File: src/rtl/fixed_pkg.sv
// Fixed-point types shared across the datapath, plus the RSI window scheduler FSM encoding.
package fixed_pkg;

    localparam int FIXED_FRAC_BITS   = 8;
    localparam int UQ16_16_FRAC_BITS = 16;

    typedef logic [15:0] uq8_8_t;
    typedef logic [31:0] uq16_16_t;

    typedef enum logic [2:0] {
        IDLE    = 3'd0,
        ISSUE_G = 3'd1,
        ISSUE_L = 3'd2,
        WAIT    = 3'd3,
        OUT     = 3'd4,
        DRAIN   = 3'd5
    } rsi_sched_state_t;

    // Re-scale an integer-valued sum of uq8_8 samples into uq16_16.
    function automatic uq16_16_t widen_uq8_8_sum(input logic [31:0] s);
        return s << (UQ16_16_FRAC_BITS - FIXED_FRAC_BITS);
    endfunction

endpackage

File: src/rtl/tree_adder_14.sv
// Pipelined N-input adder: sums N unsigned W-bit lanes, result and valid appear LAT cycles later.
module tree_adder_14 #(
    parameter int N          = 14,
    parameter int W          = 16,
    parameter int LAT        = 4,
    parameter bit G_POLARITY = 1'b1,
    localparam int SW        = W + $clog2(N)
) (
    input  logic            i_clk,
    input  logic            i_rst,
    input  logic            i_valid,
    input  logic [N*W-1:0]  i_data,
    output logic            o_valid,
    output logic [SW-1:0]   o_sum
);

    logic          rst_act;
    logic [SW-1:0] sum_c;
    logic [LAT-1:0] vld_q;
    logic [SW-1:0] sum_q [LAT];

    assign rst_act = (i_rst == G_POLARITY);

    always_comb begin
        sum_c = '0;
        for (int i = 0; i < N; i++) begin
            sum_c = sum_c + SW'(i_data[i*W +: W]);
        end
    end

    always_ff @(posedge i_clk) begin
        if (rst_act) begin
            vld_q <= '0;
            for (int i = 0; i < LAT; i++) begin
                sum_q[i] <= '0;
            end
        end else begin
            vld_q[0] <= i_valid;
            sum_q[0] <= sum_c;
            for (int i = 1; i < LAT; i++) begin
                vld_q[i] <= vld_q[i-1];
                sum_q[i] <= sum_q[i-1];
            end
        end
    end

    assign o_valid = vld_q[LAT-1];
    assign o_sum   = sum_q[LAT-1];

endmodule

File: src/rtl/rsi_window_sched.sv
// RSI gain/loss window scheduler: one shared tree adder sums the gain ring, then the loss ring.
// Build option RSI_SCHED_WARMUP_EN suppresses sums until the window holds N_WINDOW diffs.
module rsi_window_sched
    import fixed_pkg::*;
#(
    parameter int N_WINDOW  = 14,
    parameter int ADDER_LAT = 4
) (
    input  logic                          i_clk,
    input  logic                          i_rst,
    input  logic                          i_flush,
    input  uq8_8_t                        i_price,
    input  logic                          i_price_valid,
    output logic                          o_price_ready,
    output uq16_16_t                      o_gain_sum,
    output uq16_16_t                      o_loss_sum,
    output logic                          o_sum_valid,
    input  logic                          i_sum_ready,
    output logic [$clog2(N_WINDOW+1)-1:0] o_fill,
    output rsi_sched_state_t              o_state
);

    localparam int FILL_W  = $clog2(N_WINDOW + 1);
    localparam int PTR_W   = $clog2(N_WINDOW);
    localparam int SUM_W   = 16 + $clog2(N_WINDOW);
    localparam int DRAIN_W = $clog2(ADDER_LAT + 2);

    rsi_sched_state_t state_q, state_d;

    uq8_8_t              gain_ring [N_WINDOW];
    uq8_8_t              loss_ring [N_WINDOW];
    uq8_8_t              prev_q;
    logic                prev_valid_q;
    logic [PTR_W-1:0]    wr_ptr_q;
    logic [FILL_W-1:0]   fill_q;
    uq16_16_t            gain_sum_q, loss_sum_q;
    logic                got_gain_q;
    logic [DRAIN_W-1:0]  drain_cnt_q;

    logic                accept, do_write, warm_skip;
    logic                adder_valid, adder_sel_loss;
    logic [N_WINDOW*16-1:0] adder_data;
    logic                adder_o_valid;
    logic [SUM_W-1:0]    adder_sum;
    uq8_8_t              gain_w, loss_w;

    // Both handshakes are plain valid/ready: a transfer happens on a rising edge where valid and
    // ready are both high; the producer holds its data steady until that edge.
    assign accept   = o_price_ready & i_price_valid;
    assign do_write = accept & prev_valid_q;
    assign gain_w   = (i_price > prev_q) ? (i_price - prev_q) : '0;
    assign loss_w   = (prev_q > i_price) ? (prev_q - i_price) : '0;

`ifdef RSI_SCHED_WARMUP_EN
    assign warm_skip = (fill_q < FILL_W'(N_WINDOW - 1));
`else
    assign warm_skip = 1'b0;
`endif

    always_ff @(posedge i_clk) begin
        if (i_rst) begin
            state_q <= IDLE;
        end else begin
            state_q <= state_d;
        end
    end

    always_comb begin
        state_d = state_q;
        if (i_flush) begin
            state_d = DRAIN;
        end else begin
            case (state_q)
                IDLE:    if (do_write && !warm_skip) state_d = ISSUE_G;
                ISSUE_G: state_d = ISSUE_L;
                ISSUE_L: state_d = WAIT;
                WAIT:    if (adder_o_valid && got_gain_q) state_d = OUT;
                OUT:     if (i_sum_ready) state_d = IDLE;
                DRAIN:   if (drain_cnt_q == DRAIN_W'(ADDER_LAT)) state_d = IDLE;
                default: state_d = IDLE;
            endcase
        end
    end

    always_comb begin
        o_price_ready  = (state_q == IDLE) && !i_flush;
        o_sum_valid    = (state_q == OUT);
        adder_valid    = (state_q == ISSUE_G) || (state_q == ISSUE_L);
        adder_sel_loss = (state_q == ISSUE_L);
    end

    always_comb begin
        adder_data = '0;
        for (int i = 0; i < N_WINDOW; i++) begin
            adder_data[i*16 +: 16] = adder_sel_loss ? loss_ring[i] : gain_ring[i];
        end
    end

    always_ff @(posedge i_clk) begin
        if (i_rst) begin
            for (int i = 0; i < N_WINDOW; i++) begin
                gain_ring[i] <= '0;
                loss_ring[i] <= '0;
            end
            prev_q       <= '0;
            prev_valid_q <= 1'b0;
            wr_ptr_q     <= '0;
            fill_q       <= '0;
            gain_sum_q   <= '0;
            loss_sum_q   <= '0;
            got_gain_q   <= 1'b0;
            drain_cnt_q  <= '0;
        end else if (i_flush) begin
            for (int i = 0; i < N_WINDOW; i++) begin
                gain_ring[i] <= '0;
                loss_ring[i] <= '0;
            end
            prev_valid_q <= 1'b0;
            wr_ptr_q     <= '0;
            fill_q       <= '0;
            got_gain_q   <= 1'b0;
            drain_cnt_q  <= '0;
        end else begin
            if (accept) begin
                prev_q       <= i_price;
                prev_valid_q <= 1'b1;
                if (prev_valid_q) begin
                    gain_ring[wr_ptr_q] <= gain_w;
                    loss_ring[wr_ptr_q] <= loss_w;
                    wr_ptr_q <= (wr_ptr_q == PTR_W'(N_WINDOW - 1)) ? '0 : wr_ptr_q + PTR_W'(1);
                    if (fill_q != FILL_W'(N_WINDOW)) begin
                        fill_q <= fill_q + FILL_W'(1);
                    end
                end
            end
            // Results arriving outside ISSUE_L/WAIT belong to a flushed request and are dropped.
            if ((state_q == ISSUE_L || state_q == WAIT) && adder_o_valid) begin
                if (!got_gain_q) begin
                    gain_sum_q <= widen_uq8_8_sum(32'(adder_sum));
                    got_gain_q <= 1'b1;
                end else begin
                    loss_sum_q <= widen_uq8_8_sum(32'(adder_sum));
                end
            end
            if (state_q == OUT && i_sum_ready) begin
                got_gain_q <= 1'b0;
            end
            if (state_q == DRAIN) begin
                drain_cnt_q <= drain_cnt_q + DRAIN_W'(1);
            end
        end
    end

    tree_adder_14 #(
        .N          (N_WINDOW),
        .W          (16),
        .LAT        (ADDER_LAT),
        .G_POLARITY (1'b1)
    ) u_adder (
        .i_clk   (i_clk),
        .i_rst   (i_rst),
        .i_valid (adder_valid),
        .i_data  (adder_data),
        .o_valid (adder_o_valid),
        .o_sum   (adder_sum)
    );

    assign o_gain_sum = gain_sum_q;
    assign o_loss_sum = loss_sum_q;
    assign o_fill     = fill_q;
    assign o_state    = state_q;

endmodule

File: config.mk
export PLATFORM = sky130hd
export DESIGN_NAME = rsi_window_sched
export DESIGN_NICKNAME = d
export VERILOG_FILES = /design/src/rtl/fixed_pkg.sv /design/src/rtl/tree_adder_14.sv /design/src/rtl/rsi_window_sched.sv
export SDC_FILE = /design/constraint.sdc
export NUM_CORES = 1
export LEC_CHECK = 0
export ABC_AREA = 1
export CORE_ASPECT_RATIO = 1.2
export CORE_MARGIN = 1
export CORE_UTILIZATION = 55
export CTS_BUF_LIST = sky130_fd_sc_hd__clkbuf_8
export CTS_CLUSTER_DIAMETER = 80
export CTS_CLUSTER_SIZE = 8
export DETAILED_ROUTE_END_ITERATION = 8
export HOLD_SLACK_MARGIN = 0.03
export MAX_ROUTING_LAYER = met4
export PLACE_DENSITY = 0.72
export SETUP_SLACK_MARGIN = 0.5
export SLEW_MARGIN = 10
export SYNTH_ARGS = -nofsm -noshare
export SYNTH_HDL_FRONTEND = slang
export SYNTH_HIERARCHICAL = 1
export SYNTH_SLANG_ARGS = --single-unit
File: constraint.sdc
create_clock -name i_clk -period 6.6 [get_ports i_clk]
set_clock_uncertainty 0.15 [all_clocks]
set_input_delay 0.99 -clock i_clk [delete_from_list [all_inputs] [get_ports i_clk]]
set_output_delay 0.99 -clock i_clk [all_outputs]
set_load 0.02 [all_outputs]
After elaboration in Yosys (flattened, before gate mapping) --
Memory sizes are Yosys's and may differ from the RTL's. Index checks and enable logic that the tools add are counted.
Operators by class: equality and inequality tests 16, $add $sub $neg 18, muxes and demuxes 72, order comparisons 2, bitwise logic cells 36, reductions and logical operators 19
Operators by type and width (count):
- 2-to-1 mux 16 bit | 46
- adder 20 x 16 -> 20 bit | 12
- 2-to-1 mux 20 bit | 4
- > comparator 16 bit | 2
- OR 1 bit | 32
- OR reduction 16 bit | 2
- subtractor 16 bit | 2
- case mux 3 bit (6 select lines) | 1
- adder 16 x 16 -> 17 bit | 1
- 2-to-1 mux 3 bit | 5
- 2-to-1 mux 1 bit | 13
- 2-to-1 mux 4 bit | 3
- == test 3 bit, second input constant | 3
- != test 3 bit, second input constant | 3
- AND reduction 3 bit | 3
- adder 4 x 1 -> 4 bit, second input constant | 2
- AND reduction 4 bit | 2
- == test 3 x 2 -> 1 bit, second input constant | 2
- != test 2 bit, second input constant | 3
- == test 4 bit, second input constant | 1
- logical AND 1 bit | 4
- != test 4 bit, second input constant | 1
- AND reduction 2 bit | 2
- adder 3 x 1 -> 3 bit, second input constant | 1
- other kinds (10) | 13
Storage, ports and cells: memory bits (writable) 528, bits of input ports 21, logic and storage cells 177, memories kept 3, output and inout bits 73, bits in registers 76
Memories:
- gain_ring | words 14, width 16, read ports 14, clocked after memory_dff 0, write ports 14, RTL line rsi_window_sched.sv:30 | uq8_8_t gain_ring [N_WINDOW];
- loss_ring | words 14, width 16, read ports 14, clocked after memory_dff 0, write ports 14, RTL line rsi_window_sched.sv:31 | uq8_8_t loss_ring [N_WINDOW];
- u_adder.sum_q | words 4, width 20, read ports 4, clocked after memory_dff 0, write ports 4, RTL line tree_adder_14.sv:20 | logic [SW-1:0] sum_q [LAT];

Longest topological paths before layout --
Gate-level depths: netlist of run 1.
word-level depth 16, depth in mapped cells 30, depth with buffers taken out 28

Hierarchy --
The synthesis of run 1 kept the hierarchy.
Modules (own cells, without submodules):
- rsi_window_sched | times used 1, seq. area each 14894.3 um^2, area an instance 23745.3 um^2, cells each 2069
- tree_adder_14 | times used 1, seq. area each 1681.6 um^2, area an instance 8408.1 um^2, cells each 955

Worst setup path after synthesis of run 1 --
Ideal clock, no wire load.
path kind register to register, from register state_q[2], in the netlist o_state[2], to memory u_adder/sum_q[0][13] (netlist bit), stages on the path, launching flop included 26, arrival time 5.796 ns, clock period less this slack 6.059 ns, required time 6.337 ns, slack 0.541 ns, buffers on the path 2, library setup time 0.113 ns, path through dfxtp_1 -> nor2_1 -> nand2_1 -> clkbuf_1 -> buf_2 -> mux2_2 -> fa_1 -> inv_1 -> fa_1 -> inv_1 -> fa_1 -> fa_1 -> inv_1 -> fa_1 -> inv_1 -> fa_1 -> inv_1 -> fa_1 -> o21ai_2 -> nand2_1 -> nand2_2 -> nand2_1 -> nand2_1 -> nand2_1 -> nand2_1 -> nor2_1
RTL lines:
- start, declared | RTL line rsi_window_sched.sv:28 | rsi_sched_state_t state_q, state_d;
- start signal, assigned | RTL line rsi_window_sched.sv:64 | state_q <= state_d;
- end, declared | RTL line tree_adder_14.sv:20

==> results of run 1 <==
==> worst paths after layout <==
kind,from,endpoint,slack [ns]
worst max-delay path,o_state[1],u_adder/sum_q[0][18],0.57
worst min-delay path,u_adder/sum_q[2][18],u_adder/sum_q[3][18],0.23
worst max register to register,o_state[1],u_adder/sum_q[0][18],0.57
worst min register to register,u_adder/sum_q[2][18],u_adder/sum_q[3][18],0.23
==> cells in the final DEF (no fill, tap or decap), drive strengths merged <==
| master | count |
|---|---|
| o2111ai | 1 |
| buf | 64 |
| mux2 | 224 |
| nand2 | 300 |
| a21oi | 80 |
| nand3 | 73 |
| edfxtp | 448 |
| clkinv | 2 |
| xnor2 | 1 |
| diode | 1 |
| o21ai | 76 |
| nor2 | 509 |
| clkinvlp | 2 |
| nand4 | 14 |
| a221oi | 1 |
| o211ai | 1 |
| o21a | 1 |
| a31oi | 1 |
| nor3 | 148 |
| conb | 24 |
| inv | 588 |
| ha | 67 |
| dfxtp | 156 |
| clkbuf | 96 |
| clkdlybuf4s50 | 68 |
| and2 | 4 |
| fa | 189 |
| xor2 | 6 |
| or2 | 3 |
==> kinds of logic (layout without fill, tap and decap cells) <==
family,after synthesis,after routing,share of synthesized area
buf+inv,722,820,0.0936
other cells,1,25,0.000117
fa+ha+maj,256,256,0.144
flops,604,604,0.516
mux,224,224,0.0784
xor+xnor,7,7,0.00191
simple gates,1049,1051,0.141
compound gates,161,161,0.0256
==> registers in the layout (all words and copies together) (netlist names), 16 cells and up <==
signal	count
gain_ring	224
loss_ring	224
o_gain_sum	20
o_loss_sum	20
prev_q	16
u_adder/sum_q	80
==> cells in the mapped netlist, types with 2 or more instances <==
master	instances
nand2_1	282
nand2_4	2
o21ai_0	75
xor2_1	6
fa_1	189
nor3_1	147
nand3_4	11
nor2_2	14
buf_6	11
nor2_1	493
buf_4	35
and2_1	4
nor2_4	2
inv_2	5
clkbuf_1	63
nand3_1	58
ha_1	67
edfxtp_1	448
buf_2	55
nand4_1	14
inv_1	546
nand2_2	14
a21oi_1	80
mux2_2	224
or2_1	2
dfxtp_1	156
nand3_2	4
buf_1	6
==> final cells by class <==
| type | count | area [um2] | area share |
|---|---|---|---|
| Sequential cell | 604 | 16600 | 0.466 |
| Multi-Input combinational cell | 1723 | 13000 | 0.366 |
| Inverter | 551 | 2070 | 0.0583 |
| Timing Repair Buffer | 141 | 1600 | 0.0450 |
| Clock buffer | 87 | 1200 | 0.0337 |
| Tap cell | 735 | 920 | 0.0259 |
| Clock inverter | 41 | 158 | 0.00443 |
| Antenna cell | 1 | 2.50 | 0.0000704 |
==> per-stage QoR <==
| step | area (um2) | cells | hold slack [ns] | utilization |
|---|---|---|---|---|
| finish | 35600 | 3883 | 0.233 | 0.618 |
| global route | 35600 | 3883 | 0.257 | 0.618 |
| CTS | 34700 | 3845 | 0.244 | 0.603 |
| detailed placement | 33200 | 3714 | 0.242 | 0.577 |
| global placement | 33200 | 3714 | 0.239 | 0.577 |
| floorplan | 32200 | 3047 | 0.238 | - |
==> repair_timing <==
item	in CTS	in global routing
endpoints found under the setup margin	13	14
resized for setup	8	78
cloned	2	12
setup buffers	1	25
pin swaps	1	20
==> critical path, delay by kind of cell, from the launching register on <==
family | cells | cell delay [ns]
fa+ha+maj | 7 | 3.32
buf+inv | 11 | 1.01
simple gates | 7 | 0.62
flops | 1 | 0.33
mux | 1 | 0.30
compound gates | 1 | 0.16
==> metal layers <==
layer  track usage  wire (um)  vias to the layer above
li1              -          -                     9739
met1         0.321      30000                    10600
met2         0.467      39800                      856
met3        0.0391       5780                      166
met4        0.0930       2540                        0
met5             -          0                        -
==> power by group through the flow <==
stage	sequential, uW	clock, uW	combinational [uW]
6_report	4400	2570	8770
5_1_grt	4420	2760	9770
4_1_cts	4400	2600	6990
3_5_place_dp	4480	0	6940
3_3_place_gp	4470	0	6810
2_1_floorplan	4470	0	5220
==> flow_summary.yaml, run 1 <==
timing:
  tightest_slew_ns: 1.07
  slew_violations: 0
  fin_crit_sh: 0.914
  finalCriticalPeriod_ns: 6.03
  hold_viol: 0
  relSlewSlack: 0.288
  max_freq_mhz: 166
  setup_viol: 0
  fin_ws_ns: 0.568
  finalSetupTns_ns: 0
  rsz0062_at_grt: "true"
drt:
  vias: 21300
  drc: 0
  viasPerCell: 5.49
  dr.first_iter.drc_count: 1829
  wire_per_inst_um: 20.1
  ant_nets: 0
  drt-pass1-iter-count: 6
  wl_um: 78100
cts:
  clock_tree.root_cell: "clkbuf_8"
  cts_sinks: 604
  clk_pin_slew_ns: 0.07
  holdBufCountCts: 0
  clock_path_buffers: 3
  clock_latency_ns: 0.70
  numCtsBuffers: 85
  cts_tree: "done"
  htree_levels: 3
pwr:
  power.internal_uw: 8960
  fin_total_pwr_uw: 15700
  combPwrFrac: 0.557
  ir_worst_vdd_v: 0.000622
  p_leak_uw: 0.0153
  pwr-share-seq: 0.280
  switching_share: 0.431
  p_per_area_nw_per_um2: 443
  switching_power_uw: 6780
  clkPwrFrac: 0.163
cells_and_area:
  final.fill_count: 4511
  drive_gt1_frac: 0.157
  final_nets: 3383
  area_growth_pct: 10.6
floorplan:
  io_pins: 94
  die_y_um: 267
  rows: 96
  start_util: 0.559
  fp.coreArea_um2: 57500
  die_w_um: 223
  fp.dieArea_um2: 59400
hold_path:
  hold_path_class: "flip-flop to flip-flop"
  hold_depth: 2
synthesis:
  yosysUniqueCellTypes: 39
  avgSynthCellArea_um2: 10.6
  synth-edff-count: 448
  yosysSeqAreaShare: 0.516
  yosys_warnings: 6
  synth_top_cell_by_area: "edfxtp_1"
  synth_top_area_frac: 0.418
  netlist_instances: 3024
  ys_ff_latch: 604
  synth_ff_type: "edfxtp_1"
  syn_area_um2: 32200
  async_flop_share: 0
  ys_top_cells_by_area: "edfxtp_1, fa_1, dfxtp_1"
place:
  pre_cts_ws_ns: 0.333
  portBuffers: 69
  gp_congestion: 0.874
  dp_hpwl_um: 48700
setup_path:
  path_max_fanout: 7
  crit_type: "flip-flop to flip-flop"
  required_ns: 7.03
  start_kind: "flip-flop"
  worstSetupEndpointType: "flip-flop"
  cp_slowest_cell: "fa_1"
  cpPeakStageDelay_ns: 0.53
  arrival_ns: 6.46
  path_common_cell: "fa_1"
  reg2reg_depth: 27
flow_run:
  cap_violations: 0
global_routing:
  grt_overflow: 0
  grt_pass1_wl_um: 118000
  grt_max_degree: 85
  grt_pass1_vias: 21700
  antenna_found_initial: 2
  grt_usage: 0.269
run_status:
  outcome: "finished, final reports clean"
(Power assumes the default switching activity.)
==> inputs of run 2 (changes only) <==
- CORE_MARGIN: 1 -> not set
==> results of run 2 <==
The final DEF is identical to that of run 1; final timing and power are the same.
